===== config.mk =====
export PLATFORM = sky130hd
export DESIGN_NAME = bubble_spawner_flat
export DESIGN_NICKNAME = d
export VERILOG_FILES = /design/src/rtl/bubble_pkg.sv /design/src/rtl/bubble_spawner_if.sv /design/src/rtl/slot_priority_enc.sv /design/src/rtl/bubble_spawner.sv /design/src/flat_wrapper.sv
export SDC_FILE = /design/constraint.sdc
export NUM_CORES = 1
export LEC_CHECK = 0
export CORE_MARGIN = 3
export CORE_UTILIZATION = 49
export DETAILED_ROUTE_END_ITERATION = 16
export PLACE_DENSITY_LB_ADDON = 0.05
export SLEW_MARGIN = 20
export SYNTH_ARGS = -nofsm -noshare
export SYNTH_HDL_FRONTEND = slang
export SYNTH_SLANG_ARGS = --single-unit

===== constraint.sdc =====
create_clock -name clk -period 3.3 [get_ports clk]
set_input_delay 0.66 -clock clk [delete_from_list [all_inputs] [get_ports clk]]
set_output_delay 0.66 -clock clk [all_outputs]
set_load 0.02 [all_outputs]

===== src/rtl/bubble_pkg.sv =====
// Shared defaults, FSM state encoding and launch-direction constants for the
// bubble spawner slice.
package bubble_pkg;

  localparam int DEF_NUM_SLOTS = 8;
  localparam int DEF_SIZE_W    = 3;
  localparam int DEF_COORD_W   = 11;

  typedef enum logic [2:0] {
    IDLE,
    SELECT,
    CHILD_A,
    CHILD_B,
    LEVEL
  } spawner_state_t;

  localparam logic DIR_LEFT  = 1'b0;
  localparam logic DIR_RIGHT = 1'b1;

endpackage


===== src/rtl/bubble_spawner_if.sv =====
// Signal bundle between the controller / bubble bank (master) and the
// spawner (slave).
interface bubble_spawner_if #(
  parameter int NUM_SLOTS = bubble_pkg::DEF_NUM_SLOTS,
  parameter int SIZE_W    = bubble_pkg::DEF_SIZE_W,
  parameter int COORD_W   = bubble_pkg::DEF_COORD_W
);

  logic                           levelStart;
  logic [SIZE_W-1:0]              initSize;
  logic [COORD_W-1:0]             initX;
  logic [COORD_W-1:0]             initY;
  logic [NUM_SLOTS-1:0]           split;
  logic [NUM_SLOTS*COORD_W-1:0]   parentX;
  logic [NUM_SLOTS*COORD_W-1:0]   parentY;
  logic [NUM_SLOTS*SIZE_W-1:0]    parentSize;

  logic [NUM_SLOTS-1:0]           start;
  logic [NUM_SLOTS*SIZE_W-1:0]    size;
  logic [NUM_SLOTS-1:0]           direction;
  logic [NUM_SLOTS*COORD_W-1:0]   startTopX;
  logic [NUM_SLOTS*COORD_W-1:0]   startTopY;
  logic [NUM_SLOTS-1:0]           active;
  logic                           allCleared;
  logic                           overflow;

  modport master (
    output levelStart, initSize, initX, initY, split, parentX, parentY, parentSize,
    input  start, size, direction, startTopX, startTopY, active, allCleared, overflow
  );

  modport slave (
    input  levelStart, initSize, initX, initY, split, parentX, parentY, parentSize,
    output start, size, direction, startTopX, startTopY, active, allCleared, overflow
  );

endinterface


===== src/rtl/slot_priority_enc.sv =====
// Lowest-set-bit encoder: returns the smallest index with vec[idx]=1 and a
// valid flag when any bit is set.
module slot_priority_enc #(
  parameter int N = bubble_pkg::DEF_NUM_SLOTS,
  localparam int IDX_W = (N > 1) ? $clog2(N) : 1
) (
  input  logic [N-1:0]     vec,
  output logic [IDX_W-1:0] idx,
  output logic             valid
);

  // NOTE: every always_comb output gets a default first so no path can infer a latch.
  always_comb begin
    idx   = '0;
    valid = 1'b0;
    for (int i = N - 1; i >= 0; i--) begin
      if (vec[i]) begin
        idx   = IDX_W'(i);
        valid = 1'b1;
      end
    end
  end

endmodule


===== src/rtl/bubble_spawner.sv =====
// Slot manager for the bubble bank: launches the initial bubble on levelStart
// and turns each split into two children placed in the lowest free slots.
module bubble_spawner #(
  parameter int NUM_SLOTS = bubble_pkg::DEF_NUM_SLOTS,
  parameter int SIZE_W    = bubble_pkg::DEF_SIZE_W,
  parameter int COORD_W   = bubble_pkg::DEF_COORD_W
) (
  input logic             clk,
  input logic             reset,
  bubble_spawner_if.slave bus
);

  import bubble_pkg::*;

  localparam int IDX_W = (NUM_SLOTS > 1) ? $clog2(NUM_SLOTS) : 1;

  spawner_state_t state, next_state;

  logic [NUM_SLOTS-1:0] pend;
  logic [NUM_SLOTS-1:0] active_q;
  logic [NUM_SLOTS-1:0] start_q;
  logic [NUM_SLOTS-1:0] dir_q;
  logic                 overflow_q;
  logic                 all_cleared_q;

  logic [SIZE_W-1:0]  size_r [NUM_SLOTS];
  logic [COORD_W-1:0] x_r    [NUM_SLOTS];
  logic [COORD_W-1:0] y_r    [NUM_SLOTS];

  logic [SIZE_W-1:0]  par_s  [NUM_SLOTS];
  logic [COORD_W-1:0] par_x  [NUM_SLOTS];
  logic [COORD_W-1:0] par_y  [NUM_SLOTS];

  logic [SIZE_W-1:0]  cap_s  [NUM_SLOTS];
  logic [COORD_W-1:0] cap_x  [NUM_SLOTS];
  logic [COORD_W-1:0] cap_y  [NUM_SLOTS];

  logic [SIZE_W-1:0]  work_s;
  logic [COORD_W-1:0] work_x;
  logic [COORD_W-1:0] work_y;

  logic [IDX_W-1:0]     pend_idx, free_idx;
  logic                 pend_valid, free_valid;
  logic [NUM_SLOTS-1:0] capture;

  logic take_pend, launch_child, launch_level, launch_dir;

  // Only splits from occupied slots are real; stale pulses are dropped.
  assign capture = bus.split & active_q;

  for (genvar g = 0; g < NUM_SLOTS; g++) begin : g_slot_io
    assign par_s[g] = bus.parentSize[g*SIZE_W +: SIZE_W];
    assign par_x[g] = bus.parentX[g*COORD_W +: COORD_W];
    assign par_y[g] = bus.parentY[g*COORD_W +: COORD_W];
    assign bus.size[g*SIZE_W +: SIZE_W]       = size_r[g];
    assign bus.startTopX[g*COORD_W +: COORD_W] = x_r[g];
    assign bus.startTopY[g*COORD_W +: COORD_W] = y_r[g];
  end

  assign bus.start      = start_q;
  assign bus.direction  = dir_q;
  assign bus.active     = active_q;
  assign bus.overflow   = overflow_q;
  assign bus.allCleared = all_cleared_q;

  slot_priority_enc #(.N(NUM_SLOTS)) u_pend_enc (
    .vec   (pend),
    .idx   (pend_idx),
    .valid (pend_valid)
  );

  slot_priority_enc #(.N(NUM_SLOTS)) u_free_enc (
    .vec   (~active_q),
    .idx   (free_idx),
    .valid (free_valid)
  );

  // NOTE: sequential state uses non-blocking assignments so every register sees pre-edge values.
  always_ff @(posedge clk) begin
    if (reset) state <= IDLE;
    else       state <= next_state;
  end

  always_comb begin
    next_state   = state;
    take_pend    = 1'b0;
    launch_child = 1'b0;
    launch_level = 1'b0;
    launch_dir   = DIR_LEFT;
    if (bus.levelStart) begin
      next_state = LEVEL;
    end else begin
      unique case (state)
        IDLE: begin
          if (pend_valid) begin
            take_pend  = 1'b1;
            next_state = SELECT;
          end
        end
        SELECT:  next_state = (work_s == '0) ? IDLE : CHILD_A;
        CHILD_A: begin
          launch_child = 1'b1;
          launch_dir   = DIR_LEFT;
          next_state   = CHILD_B;
        end
        CHILD_B: begin
          launch_child = 1'b1;
          launch_dir   = DIR_RIGHT;
          next_state   = IDLE;
        end
        LEVEL: begin
          launch_level = 1'b1;
          next_state   = IDLE;
        end
        default: next_state = IDLE;
      endcase
    end
  end

  always_ff @(posedge clk) begin
    if (reset) begin
      pend          <= '0;
      active_q      <= '0;
      start_q       <= '0;
      dir_q         <= '0;
      overflow_q    <= 1'b0;
      all_cleared_q <= 1'b1;
      size_r        <= '{default: '0};
      x_r           <= '{default: '0};
      y_r           <= '{default: '0};
    end else begin
      start_q       <= '0;
      all_cleared_q <= (active_q == '0) && (pend == '0) && (state == IDLE);
      if (bus.levelStart) begin
        pend       <= '0;
        active_q   <= '0;
        overflow_q <= 1'b0;
      end else begin
        if (take_pend) pend[pend_idx] <= 1'b0;
        // A fresh capture on the slot being dequeued wins over the clear.
        for (int i = 0; i < NUM_SLOTS; i++) begin
          if (capture[i]) begin
            pend[i]     <= 1'b1;
            active_q[i] <= 1'b0;
          end
        end
        if (launch_child) begin
          if (free_valid) begin
            size_r[free_idx]   <= work_s - SIZE_W'(1);
            dir_q[free_idx]    <= launch_dir;
            x_r[free_idx]      <= work_x;
            y_r[free_idx]      <= work_y;
            start_q[free_idx]  <= 1'b1;
            active_q[free_idx] <= 1'b1;
          end else begin
            overflow_q <= 1'b1;
          end
        end
        if (launch_level) begin
          size_r[0]   <= bus.initSize;
          dir_q[0]    <= DIR_RIGHT;
          x_r[0]      <= bus.initX;
          y_r[0]      <= bus.initY;
          start_q[0]  <= 1'b1;
          active_q[0] <= 1'b1;
        end
      end
    end
  end

  // NOTE: capture and work registers need no reset; they are only read after pend marks them valid.
  always_ff @(posedge clk) begin
    for (int i = 0; i < NUM_SLOTS; i++) begin
      if (capture[i]) begin
        cap_s[i] <= par_s[i];
        cap_x[i] <= par_x[i];
        cap_y[i] <= par_y[i];
      end
    end
    if (take_pend) begin
      work_s <= cap_s[pend_idx];
      work_x <= cap_x[pend_idx];
      work_y <= cap_y[pend_idx];
    end
  end

endmodule


===== src/flat_wrapper.sv =====
// flat-port wrapper written by rule: the top's interface ports become plain ports
module bubble_spawner_flat import bubble_pkg::*;
#(
  parameter int NUM_SLOTS = bubble_pkg::DEF_NUM_SLOTS,
  parameter int SIZE_W    = bubble_pkg::DEF_SIZE_W,
  parameter int COORD_W   = bubble_pkg::DEF_COORD_W
)
  (clk, reset, bus_levelStart, bus_initSize, bus_initX, bus_initY, bus_split, bus_parentX, bus_parentY, bus_parentSize, bus_start, bus_size, bus_direction, bus_startTopX, bus_startTopY, bus_active, bus_allCleared, bus_overflow);
  bubble_spawner_if #(.NUM_SLOTS(NUM_SLOTS), .SIZE_W(SIZE_W), .COORD_W(COORD_W)) bus_i ();
  input logic clk;
  input logic reset;
  input wire logic [$bits(bus_i.levelStart)-1:0] bus_levelStart;
  input wire logic [$bits(bus_i.initSize)-1:0] bus_initSize;
  input wire logic [$bits(bus_i.initX)-1:0] bus_initX;
  input wire logic [$bits(bus_i.initY)-1:0] bus_initY;
  input wire logic [$bits(bus_i.split)-1:0] bus_split;
  input wire logic [$bits(bus_i.parentX)-1:0] bus_parentX;
  input wire logic [$bits(bus_i.parentY)-1:0] bus_parentY;
  input wire logic [$bits(bus_i.parentSize)-1:0] bus_parentSize;
  output wire logic [$bits(bus_i.start)-1:0] bus_start;
  output wire logic [$bits(bus_i.size)-1:0] bus_size;
  output wire logic [$bits(bus_i.direction)-1:0] bus_direction;
  output wire logic [$bits(bus_i.startTopX)-1:0] bus_startTopX;
  output wire logic [$bits(bus_i.startTopY)-1:0] bus_startTopY;
  output wire logic [$bits(bus_i.active)-1:0] bus_active;
  output wire logic [$bits(bus_i.allCleared)-1:0] bus_allCleared;
  output wire logic [$bits(bus_i.overflow)-1:0] bus_overflow;
  assign bus_i.levelStart = bus_levelStart;
  assign bus_i.initSize = bus_initSize;
  assign bus_i.initX = bus_initX;
  assign bus_i.initY = bus_initY;
  assign bus_i.split = bus_split;
  assign bus_i.parentX = bus_parentX;
  assign bus_i.parentY = bus_parentY;
  assign bus_i.parentSize = bus_parentSize;
  assign bus_start = bus_i.start;
  assign bus_size = bus_i.size;
  assign bus_direction = bus_i.direction;
  assign bus_startTopX = bus_i.startTopX;
  assign bus_startTopY = bus_i.startTopY;
  assign bus_active = bus_i.active;
  assign bus_allCleared = bus_i.allCleared;
  assign bus_overflow = bus_i.overflow;
  bubble_spawner #(.NUM_SLOTS(NUM_SLOTS), .SIZE_W(SIZE_W), .COORD_W(COORD_W)) u_core (.clk(clk), .reset(reset), .bus(bus_i));
endmodule

==> results of run 1 <==
==> Yosys cell counts (all sizes together) (2+ instances only) <==
cell type    n
a2111o      25
clkbuf      98
nor3b        3
nand2b      11
nand3       77
nor2        52
nand4        4
or2          2
and2         6
nand2      354
o21ai       88
nor4         9
mux2        26
edfxtp     225
o211ai       5
inv         12
buf         41
or3          2
dfxtp      237
o21a         3
nor2b        6
nor3         4
mux2i       24
ha           2
a211oi      40
a21oi      265
and3         2
==> stage by stage <==
| stage | worst slack, ps | area [um2] | utilization | cells |
|---|---|---|---|---|
| global placement | 462 | 22700 | 0.649 | 2453 |
| floorplan | 770 | 17600 | - | 1632 |
| detailed placement | 364 | 22700 | 0.649 | 2453 |
| CTS | 630 | 24200 | 0.691 | 2537 |
| finish | 642 | 24200 | 0.691 | 2542 |
| global route | 588 | 24200 | 0.691 | 2541 |
==> kinds of logic after synthesis <==
logic type / after synthesis / synth area share
simple gates: 534 / 0.130
flops: 462 / 0.654
compound gates: 431 / 0.142
buf+inv: 151 / 0.0377
mux: 50 / 0.0339
xor+xnor: 2 / 0.000996
fa+ha+maj: 2 / 0.00142
==> metal layers <==
layer / up-vias / wire, um / track usage
li1: 6593 / - / -
met1: 6772 / 22200 / 0.375
met2: 727 / 27400 / 0.472
met3: 99 / 5110 / 0.0578
met4: 12 / 1430 / 0.0795
met5: - / 79 / 0
==> worst max-delay path, cell delays in order, from the launching register on <==
cell,delay [ps]
sky130_fd_sc_hd__dfxtp_1,520
sky130_fd_sc_hd__nor2b_1,150
sky130_fd_sc_hd__o21ba_2,250
sky130_fd_sc_hd__nor2_4,400
sky130_fd_sc_hd__buf_12,210
sky130_fd_sc_hd__mux2_2,370
sky130_fd_sc_hd__a2111o_1,480
==> cell type report <==
type	count	area share
tap	455	0.0235
antenna	5	0.000517
clock buffer	73	0.0562
multi-input combinational	1019	0.228
sequential	462	0.476
timing repair buffer	505	0.209
inverter	12	0.00186
clock inverter	11	0.00461
==> state kept, by name (all words and copies together), names as in the netlist, 3 cells and up <==
| name | count |
|---|---|
| u_core.bus.size | 24 |
| u_core.bus.startTopY | 88 |
| u_core.cap_s | 24 |
| u_core.work_s | 3 |
| u_core.cap_y | 88 |
| u_core.bus.active | 8 |
| u_core.bus.direction | 8 |
| u_core.work_y | 11 |
| u_core.cap_x | 88 |
| u_core.state | 3 |
| u_core.pend | 8 |
| u_core.bus.start | 8 |
| u_core.work_x | 11 |
| u_core.bus.startTopX | 88 |
==> power breakdown <==
group / leakage (nW) / internal (mW) / total (mW) / switching (mW)
Clock: 0.722 / 2.99 / 5.13 / 2.14
Combinational: 3.63 / 0.295 / 0.459 / 0.163
Sequential: 3.93 / 6.02 / 6.03 / 0.0131
Total: 8.29 / 9.30 / 11.6 / 2.31
==> path summary, 6_finish.rpt <==
path | end | start | cells after the start
min reg2reg | u_core.bus.size[22]$_SDFFE_PP0P_ | u_core.bus.size[22]$_SDFFE_PP0P_ | 2
max | u_core.work_x[2]$_DFFE_PP_ | u_core.pend[2]$_SDFFE_PP0P_ | 6
max reg2reg | u_core.work_x[2]$_DFFE_PP_ | u_core.pend[2]$_SDFFE_PP0P_ | 6
min | u_core.bus.direction[0]$_SDFFE_PP0P_ | reset | 2
==> summary by stage, run 1 <==
Clock tree
The buffer cell driving the clock tree root is sky130_fd_sc_hd__clkbuf_16. The TritonCTS clock tree is done. After clock tree synthesis, the clock-pin slew on the worst setup and hold paths is 60 ps. The CTS buffer count is 47.

The buffer count from post-CTS setup fixing is 0. The number of clock sinks seen by CTS is 462. At the later pin of the worst-skew pair, clock insertion delay measures 550 ps. The number of hold buffers added after CTS was 0. After clock tree synthesis, the repair step resized 0 gates. CTS built an H-tree with a depth of 2. The longest clock path from root to sink contains 3 buffers.

Final layout
Summing all flip-flop and latch instances after layout gives 11500 um2. The layout has 2659 filler cells. The top cell types in the final layout, fill and taps aside, are sky130_fd_sc_hd__clkdlybuf4s50_1, sky130_fd_sc_hd__nand2_1, sky130_fd_sc_hd__a21oi_1, sky130_fd_sc_hd__dfxtp_1, sky130_fd_sc_hd__edfxtp_1. Of the cells placed in the final design, the portion with a size suffix greater than 1 is 0.0783. Leaving out fill and tap cells, the most frequent cell in the layout is sky130_fd_sc_hd__clkdlybuf4s50_1. Compared with the post-synthesis result, the final layout area differs by 37.4%. The footprint of the multi-input gates is 5520 um2. The net count of the finished layout is 2285.

Floorplanning
Measured along the y axis, the die boundary spans 196 um. The total number of placement rows is 68. 462 I/O pins were placed.

The floorplan step defined a die boundary enclosing 38200 um2. The initial utilization of the core area, before any placement, comes to 0.503. The die is 196 um wide.

The core region area is around 35000 um2.

Setup path
The worst setup path is of the flip-flop to flip-flop kind. The element type at the critical path end is a flip-flop. Along the worst path, the maximum fanout reaches 10. The critical path data required time is 3580 ps. STA classifies the critical path startpoint as a flip-flop. Data on the critical path arrives at its endpoint at 2930 ps. The worst register-to-register path has a setup slack of between 600 and 700 ps.

Pwr
For this design the ratio of total power to cell area is 480 nW/um2. Across the VDD grid, the largest voltage drop is 0.402 mV. The analysis attributes to cell leakage a power of 8.29 nW.

The overall power consumption is 11.6 mW.

Global routing
Across every metal layer, demand over resource in global routing totals 0.282. The number of global-route vias before repair is 13684. The wire length of the first global-routing pass is around 83000 um. The number of antenna violations at the first check in global routing is 10. Summed over all layers, the global routing overflow is 0.

The pin count of the biggest net entering global routing is 183.

Timing
The worst path needs 2660 ps of the cycle, external delays included. At the pin with the least slew margin, the transition time is slightly above 1000 ps. Adding up every negative setup slack in the final design gives 0 ps. The max-slew headroom at the worst pin is 0.316. The number of pins exceeding their max-slew limit in the final report is 0. The post-route worst hold slack is about 450 ps.

The number of hold violations in the final report came to 0. Setup repair after global routing left no endpoint under its margin. The final cycle utilization of the critical path is 0.805. The highest clock frequency the design can meet is 0.376 GHz. Setup violations remaining at the end of the flow were counted as 0. Clock skew on the completed layout was measured at 14.3 ps.

Detailed routing
The final layout contains routed wiring with a total length of 56200 um. In this run the remaining antenna-violating nets after routing total 0. The residual DRC count is 0. The first TritonRoute pass finished after 6 iterations. Dividing the detail-routed via count by the number of cells gives 5.59. The first routing iteration left 1358 violations. The routed wire length per instance is 22.1 um. The via count is about 14000.

Synth
The gate count of the mapped netlist is 1632. When the netlist entered floorplanning its net count stood at between 1500 and 2000. The total of warnings raised by yosys is 0. In the synthesized netlist the dominant register cell turns out to be sky130_fd_sc_hd__dfxtp_1.

The netlist uses 54 different library cells. The number of synthesized flops with an enable pin is ~230. The average instance area after synthesis is 10.8 um2. After synthesis the cells add up to ~18000 um2.

Sorting the synthesized cells by area gives the leading types as sky130_fd_sc_hd__edfxtp_1, sky130_fd_sc_hd__dfxtp_1, sky130_fd_sc_hd__a21oi_1. The proportion of register bits with asynchronous set or reset after synthesis is 0. The area share of the largest cell type after synthesis is 0.384.

The sequential element share of the synthesized area is 0.654. The largest total area in the synthesized netlist belongs to sky130_fd_sc_hd__edfxtp_1. Synthesis inferred about 460 register bits.

Status
The flow ran to the end, and the final reports show no timing, DRC or antenna violations.

Placement
The number of port buffers is 461. The wire-length estimate of the detail-placed layout is between 30000 and 40000 um. The routability-driven placement congestion ratio is roughly 0.85.

Flow run
The max-capacitance violation count is 0.

Min path
The class of the worst hold path is input port to flip-flop.
No activity file was read; power rests on OpenSTA's default activity.
==> inputs of run 2 (changes only) <==
Settings changed: CORE_UTILIZATION 49 to 44.
Clock period 3.3 ns to 2.2 ns, I/O delays scaled along.
==> summary by stage, run 2 (synthesis gave the netlist of run 1 again) <==
Status
The run finished with clean final reports.

Pwr
The share of power burned in combinational logic is 0.040. Summed over all cells, the static leakage comes to 8.69 nW. The clock share of power is 0.451. Cell internal power was estimated by the tool at around 14 mW.

The net switching component of the power is 3.59 mW. Power spread over the standard cell area amounts to 712 nW/um2. The overall power consumption is 17.8 mW. The sequential cell fraction of total power is 0.509. The worst-case IR drop observed on VDD is 0.583 mV. The fraction of power spent switching nets is 0.202.

Placement
The wire-length estimate of the detail-placed layout is 40000 um. The number of port buffers is 461. OpenSTA, run right after detailed placement, puts the worst setup slack at -117 ps.

Routability-driven placement finished with a final weighted congestion of 0.879. Once placement finished, the instance area stood at between 20000 and 25000 um2.

Clock tree
After clock tree synthesis, the clock-pin slew on the worst setup and hold paths is 60 ps. The number of clock sinks seen by CTS is 462. The buffer cell driving the clock tree root is sky130_fd_sc_hd__clkbuf_16.

The clock passes through at most 3 buffers. Clock latency on the worst-skew pair, taken at its later pin, is 580 ps. The number of clock buffers added by TritonCTS is 48. TritonCTS built the clock tree. The number of H-tree branching levels is 2.

Detailed routing
Detailed routing inserted a total of 14128 vias. The routed wire length per instance is approximately 22 um. The starting DRC count in detailed routing is 918. In this run the remaining antenna-violating nets after routing total 0.

The final routed wirelength across all metal layers is 57900 um. The residual DRC count is 0. The iteration count of the initial detailed-routing pass is 6. After detailed routing, the number of vias per cell comes to 5.35.

Final layout
The filler cell count in the final layout is 3147. Leaving out fill and tap cells, the most frequent cell in the layout is sky130_fd_sc_hd__clkdlybuf4s50_1. The area growth from synthesis to layout is 41.8%.

After the last flow step, the layout net total stands at 2320. The area of all placed cells without fillers is 25000 um2. In the layout the commonest cells are sky130_fd_sc_hd__clkdlybuf4s50_1, sky130_fd_sc_hd__nand2_1, sky130_fd_sc_hd__a21oi_1, sky130_fd_sc_hd__dfxtp_1, sky130_fd_sc_hd__edfxtp_1. The proportion of layout cells with a drive suffix above 1 is 0.0972. At the end of the flow the core is filled with cells to 0.638.

Global routing
Summed over all layers, the global routing overflow is 0. The number of antenna violations at the first check in global routing was 10. The number of global-route vias before repair is around 14000. The wire length of the first global-routing pass is 84300 um. For this run, the total global-route usage over all layers was measured as 0.263. The pin count of the biggest net entering global routing is 133.

Timing
The max-slew headroom at the worst pin is 0.450. The number of hold violations in the final report came to 0. The clock period minus final worst setup slack is 2170 ps. The highest clock frequency the design can meet is 0.462 GHz. The largest clock skew in the final design is 17.9 ps. The setup slack of the critical path after layout is 33.7 ps.

Setup repair after global routing could not meet its margin everywhere. The final sum of negative setup slack is 0 ps. The number of pins exceeding their max-slew limit in the final report is 0. For the pin with the worst max-slew slack, the measured transition is around 830 ps. Setup violations remaining at the end of the flow were counted as 0. In the finished design, the share of the clock period the worst path needs comes to 0.985.

Floorplanning
In this run the count of I/O pins placed on the die edge is between 400 and 500. The total number of placement rows is a little over 70. In this run the standard cell core region covers 39100 um2.

The area of the die is ~42000 um2. The horizontal die dimension is between 200 and 250 um. From bottom edge to top edge, the die measures 206 um. The initial standard-cell utilization of the core is 0.450.

Setup path
The worst setup path category is flip-flop to flip-flop. The worst setup path is captured at a flip-flop. STA classifies the critical path startpoint as a flip-flop. Along the worst path, the maximum fanout reaches 5. The number of cells traversed by the worst register-to-register path is 8. The endpoint identified for the worst register-to-register timing path is u_core.work_x[6]$_DFFE_PP_. The worst register-to-register path begins at u_core.pend[2]$_SDFFE_PP0P_. Data arrives at the worst endpoint at 2480 ps. The worst register-to-register path has a setup slack of 30 ps.

The critical path data required time is approximately 2500 ps.

Min path
Along the worst hold path, the cell count comes to 3. The worst hold path terminates at u_core.bus.active[1]$_SDFF_PP0_. The min-delay analysis places its worst path in the category input port to flip-flop. In this run the most critical hold path is launched from reset.

Flow run
The max-capacitance violation count is 0.
[run 2: changes by cell type in the layout (fill, tap and decap cells not counted), moves of 5 or more]
cell,previous run,this run
sky130_fd_sc_hd__buf_4,35,40
sky130_fd_sc_hd__clkbuf_1,19,14
sky130_fd_sc_hd__clkdlybuf4s50_1,460,455
sky130_fd_sc_hd__buf_12,9,35
[run 2: final cells by class]
cell class | count | area, um2 | area share
Timing Repair Buffer | 539 | 5680 | 0.228
Clock inverter | 17 | 169 | 0.00677
Clock buffer | 70 | 1380 | 0.0551
Tap cell | 518 | 648 | 0.0260
Sequential cell | 462 | 11500 | 0.461
Multi-Input combinational cell | 1019 | 5530 | 0.222
Antenna cell | 3 | 7.51 | 0.000301
Inverter | 12 | 45.0 | 0.00180
[run 2: how the worst max path moves through the flow]
stage | from | to | slack, ps | depth (start not counted)
floorplan | u_core.pend[7]$_SDFFE_PP0P_ | u_core.work_y[3]$_DFFE_PP_ | 60 | 7
global placement | bus_levelStart | u_core.bus.startTopY[67]$_SDFFE_PP0P_ | -90 | 7
detailed placement | bus_levelStart | u_core.bus.size[12]$_SDFFE_PP0P_ | -120 | 8
CTS | u_core.bus.active[5]$_SDFF_PP0_ | bus_active[5] | 0.5 | 1
global route | u_core.pend[3]$_SDFFE_PP0P_ | u_core.work_x[2]$_DFFE_PP_ | -20 | 7
finish | u_core.pend[2]$_SDFFE_PP0P_ | u_core.work_x[6]$_DFFE_PP_ | 30 | 8
[run 2: through the flow]
stage | instances | hold slack [ps]
floorplan | 1632 | 472
global placement | 2546 | 438
detailed placement | 2546 | 443
CTS | 2633 | 286
global route | 2640 | 334
finish | 2640 | 319
[run 2: power groups by stage]
stage	Combinational, mW	Clock, mW	Sequential (mW)
floorplan	0.123	0	9.26
global placement	0.699	0	9.23
detailed placement	0.704	0	9.23
CTS	0.706	8.12	9.05
global route	0.743	8.48	9.05
finish	0.704	8.01	9.05
[run 2: what timing repair did]
action                                  4_1_cts  5_1_grt
endpoints found under the setup margin        5       20
cloned                                        0        2
gates resized for setup                       4        9
hold buffers                                  0        0
endpoints found under the hold margin         0        0
buffers inserted                              0        2
pin swaps                                     0       18
[run 2: critical path, stage by stage (launching register included)]
cell and delay [ps]:
sky130_fd_sc_hd__dfxtp_4 370, sky130_fd_sc_hd__nor3_4 230, sky130_fd_sc_hd__o21a_4 200, sky130_fd_sc_hd__nor2_4 50
sky130_fd_sc_hd__buf_12 130, sky130_fd_sc_hd__buf_12 140, sky130_fd_sc_hd__buf_4 130, sky130_fd_sc_hd__mux2_4 300
sky130_fd_sc_hd__a2111o_1 370
[run 2: layer usage]
layer	global-route usage	part of all wire
met3	0.0690	0.088
met4	0.0810	0.028
met5	0	0.0012
met2	0.430	0.48
met1	0.345	0.41
==> inputs of run 3 (changes only) <==
Settings changed: CORE_MARGIN 3 to unset.
==> summary by stage, run 3 (synthesis gave the netlist of run 1 again) <==
Status
The flow ran to the end, and the final reports show no timing, DRC or antenna violations.

Timing
The number of pins exceeding their max-slew limit in the final report is 0. The largest clock skew in the final design is 24.8 ps. The clock period minus final worst setup slack is 2180 ps.

The number of hold violations in the final report was 0. The actual transition at the worst max-transition pin is around 750 ps. The final sum of negative setup slack is 0 ps. Across all hold checks on the routed design, the worst slack comes to 400 ps.

Setup violations remaining at the end of the flow were counted as 0. The final cycle utilization of the critical path is 0.989. The max-slew headroom at the worst pin is 0.501. The highest clock frequency the design can meet is between 0.4 and 0.5 GHz.

Final layout
Of the cells placed in the final design, the portion with a size suffix greater than 1 is 0.0980. The commonest non-fill, non-tap cell in the layout is sky130_fd_sc_hd__clkdlybuf4s50_1. In the layout the commonest cells are sky130_fd_sc_hd__clkdlybuf4s50_1, sky130_fd_sc_hd__nand2_1, sky130_fd_sc_hd__a21oi_1, sky130_fd_sc_hd__dfxtp_1, sky130_fd_sc_hd__edfxtp_1. Across the whole layout, storage elements account for 11500 um2. The footprint of the multi-input gates is 5530 um2. After the last flow step, the layout net total stands at roughly 2300.

The area growth from synthesis to layout is 41.5%. The final cell count without fillers is 2647. The filler cell count in the final layout is about 3100.

Setup path
The data arrival at the endpoint of the critical path is about 2500 ps. The critical path data required time is 2490 ps. The launch point of the worst path is u_core.pend[3]$_SDFFE_PP0P_. The critical path is of the flip-flop to flip-flop type. The element type at the critical path end is a flip-flop.

The maximum fanout count along the critical path is 9. STA classifies the critical path startpoint as a flip-flop. The origin of the critical flop-to-flop path is u_core.pend[3]$_SDFFE_PP0P_.

Floorplanning
The initial standard-cell utilization of the core is 0.451. The total number of placement rows is between 70 and 80. The core region area is 39000 um2. The number of primary I/O pins is 462. Measured along the x axis, the die boundary spans a little over 200 um.

The floorplan step defined a die boundary enclosing roughly 40000 um2. The die boundary height is 202 um.

Global routing
The first global-routing pass estimated 84800 um of wire. The number of antenna violations at the first check in global routing came to 9. Entering global routing, the biggest net connects 168 pins. The number of global-route vias before repair is 13821. The aggregate global-route resource usage is 0.275.

Global routing finished with a remaining overflow of 0.

Detailed routing
For this run, design rule violations remaining after detail routing come to 0. The number of vias per cell after detailed routing is 5.35. The remaining antenna violation count is 0. Dividing the detail-routed wire length by the instance count gives between 20 and 25 um. The final routed wirelength across all metal layers is 57200 um. The starting DRC count in detailed routing is 1105. For this block, the via count after detailed routing is around 14000. The iteration count of the initial detailed-routing pass is 5.

Placement
The detailed-placement wirelength estimate is 39100 um. The routability-driven placement congestion ratio is 0.832. Once placement completed, the tool counted placed cells totaling around 2600. The number of port buffers is between 400 and 500.

Pwr
The ratio of total power to cell area is 707 nW/um2. In this run the static leakage power is a little under 9 nW. The overall power consumption is 17.6 mW.

VDD sags by at most 0.616 mV.

Clock tree
The number of buffers on the longest clock path is 3. The number of hold buffers added after CTS was 0. The buffer cell driving the clock tree root is sky130_fd_sc_hd__clkbuf_16. The number of H-tree branching levels is 2. The number of clock sinks seen by CTS is roughly 460. The clock-pin slew of the registers on the worst-case setup and hold paths is 60 ps. TritonCTS built the clock tree. Buffers inserted during clock tree synthesis total 49. The insertion delay to the later sink of the worst-skew pair is 590 ps.

Min path
In this run the most critical hold path is launched from bus_parentX[29]. The class of the worst hold path is input port to flip-flop.

Flow run
Max-cap violations in this run came to 0.
[run 3: changes by cell type in the layout (fill, tap and decap cells not counted), moves of 2 or more]
| cell | delta |
|---|---|
| sky130_fd_sc_hd__clkinv_2 | +3 |
| sky130_fd_sc_hd__clkbuf_8 | -4 |
| sky130_fd_sc_hd__dfxtp_1 | +2 |
| sky130_fd_sc_hd__buf_4 | +8 |
| sky130_fd_sc_hd__diode_2 | +3 |
| sky130_fd_sc_hd__buf_12 | -3 |
[run 3: path summary, 6_finish.rpt]
path	endpoint	slack, ps	cells after the start
worst max-delay path	u_core.work_y[4]$_DFFE_PP_	20	7
worst min-delay path	u_core.cap_x[2][7]$_DFFE_PP_	400	1
worst min register to register	u_core.bus.startTopX[76]$_SDFFE_PP0P_	450	2
worst max register to register	u_core.work_y[4]$_DFFE_PP_	20	7
[run 3: through the flow]
step                setup WS (ps)  instance area, um2  utilization
global route                -11.4               24900        0.638
global placement            -73.5               23300        0.598
CTS                          7.51               24800        0.637
finish                       24.0               24900        0.639
floorplan                    57.4               17600            -
detailed placement           -139               23300        0.598
[run 3: where the power goes]
group	internal, mW	total [mW]	switching [mW]	leakage, nW
clock	4.54	7.85	3.31	0.743
sequential	9.03	9.05	0.0192	3.93
combinational	0.455	0.707	0.253	4.00
[run 3: area by class of cell]
type	instances	area share
antenna	6	0.000603
clock buffer	66	0.0530
clock inverter	20	0.00728
inverter	12	0.00181
multi-input combinational	1019	0.222
sequential	462	0.462
tap	518	0.0260
timing repair buffer	544	0.228
[run 3: critical path, cell delays in order, from the launching register on]
cell                       delay [ps]
sky130_fd_sc_hd__dfxtp_1          300
sky130_fd_sc_hd__nor2b_1          140
sky130_fd_sc_hd__o21ba_2          230
sky130_fd_sc_hd__nor2_4           130
sky130_fd_sc_hd__buf_12           140
sky130_fd_sc_hd__buf_8            170
sky130_fd_sc_hd__mux2_4           310
sky130_fd_sc_hd__a2111o_1         480
[run 3: layer usage]
| metal | global-route usage | routed length [um] | vias to the layer above |
|---|---|---|---|
| li1 | - | - | 6666 |
| met1 | 0.365 | 24000 | 6751 |
| met2 | 0.445 | 27100 | 643 |
| met3 | 0.0537 | 4340 | 96 |
| met4 | 0.107 | 1700 | 6 |
| met5 | 0 | 38 | - |
[run 3: what timing repair did]
action | in CTS | in global routing
cloned | 0 | 1
hold endpoints to repair | 0 | 0
pin swaps | 0 | 7
buffers inserted | 0 | 1
endpoints found under the setup margin | 9 | 23
resized for setup | 6 | 6
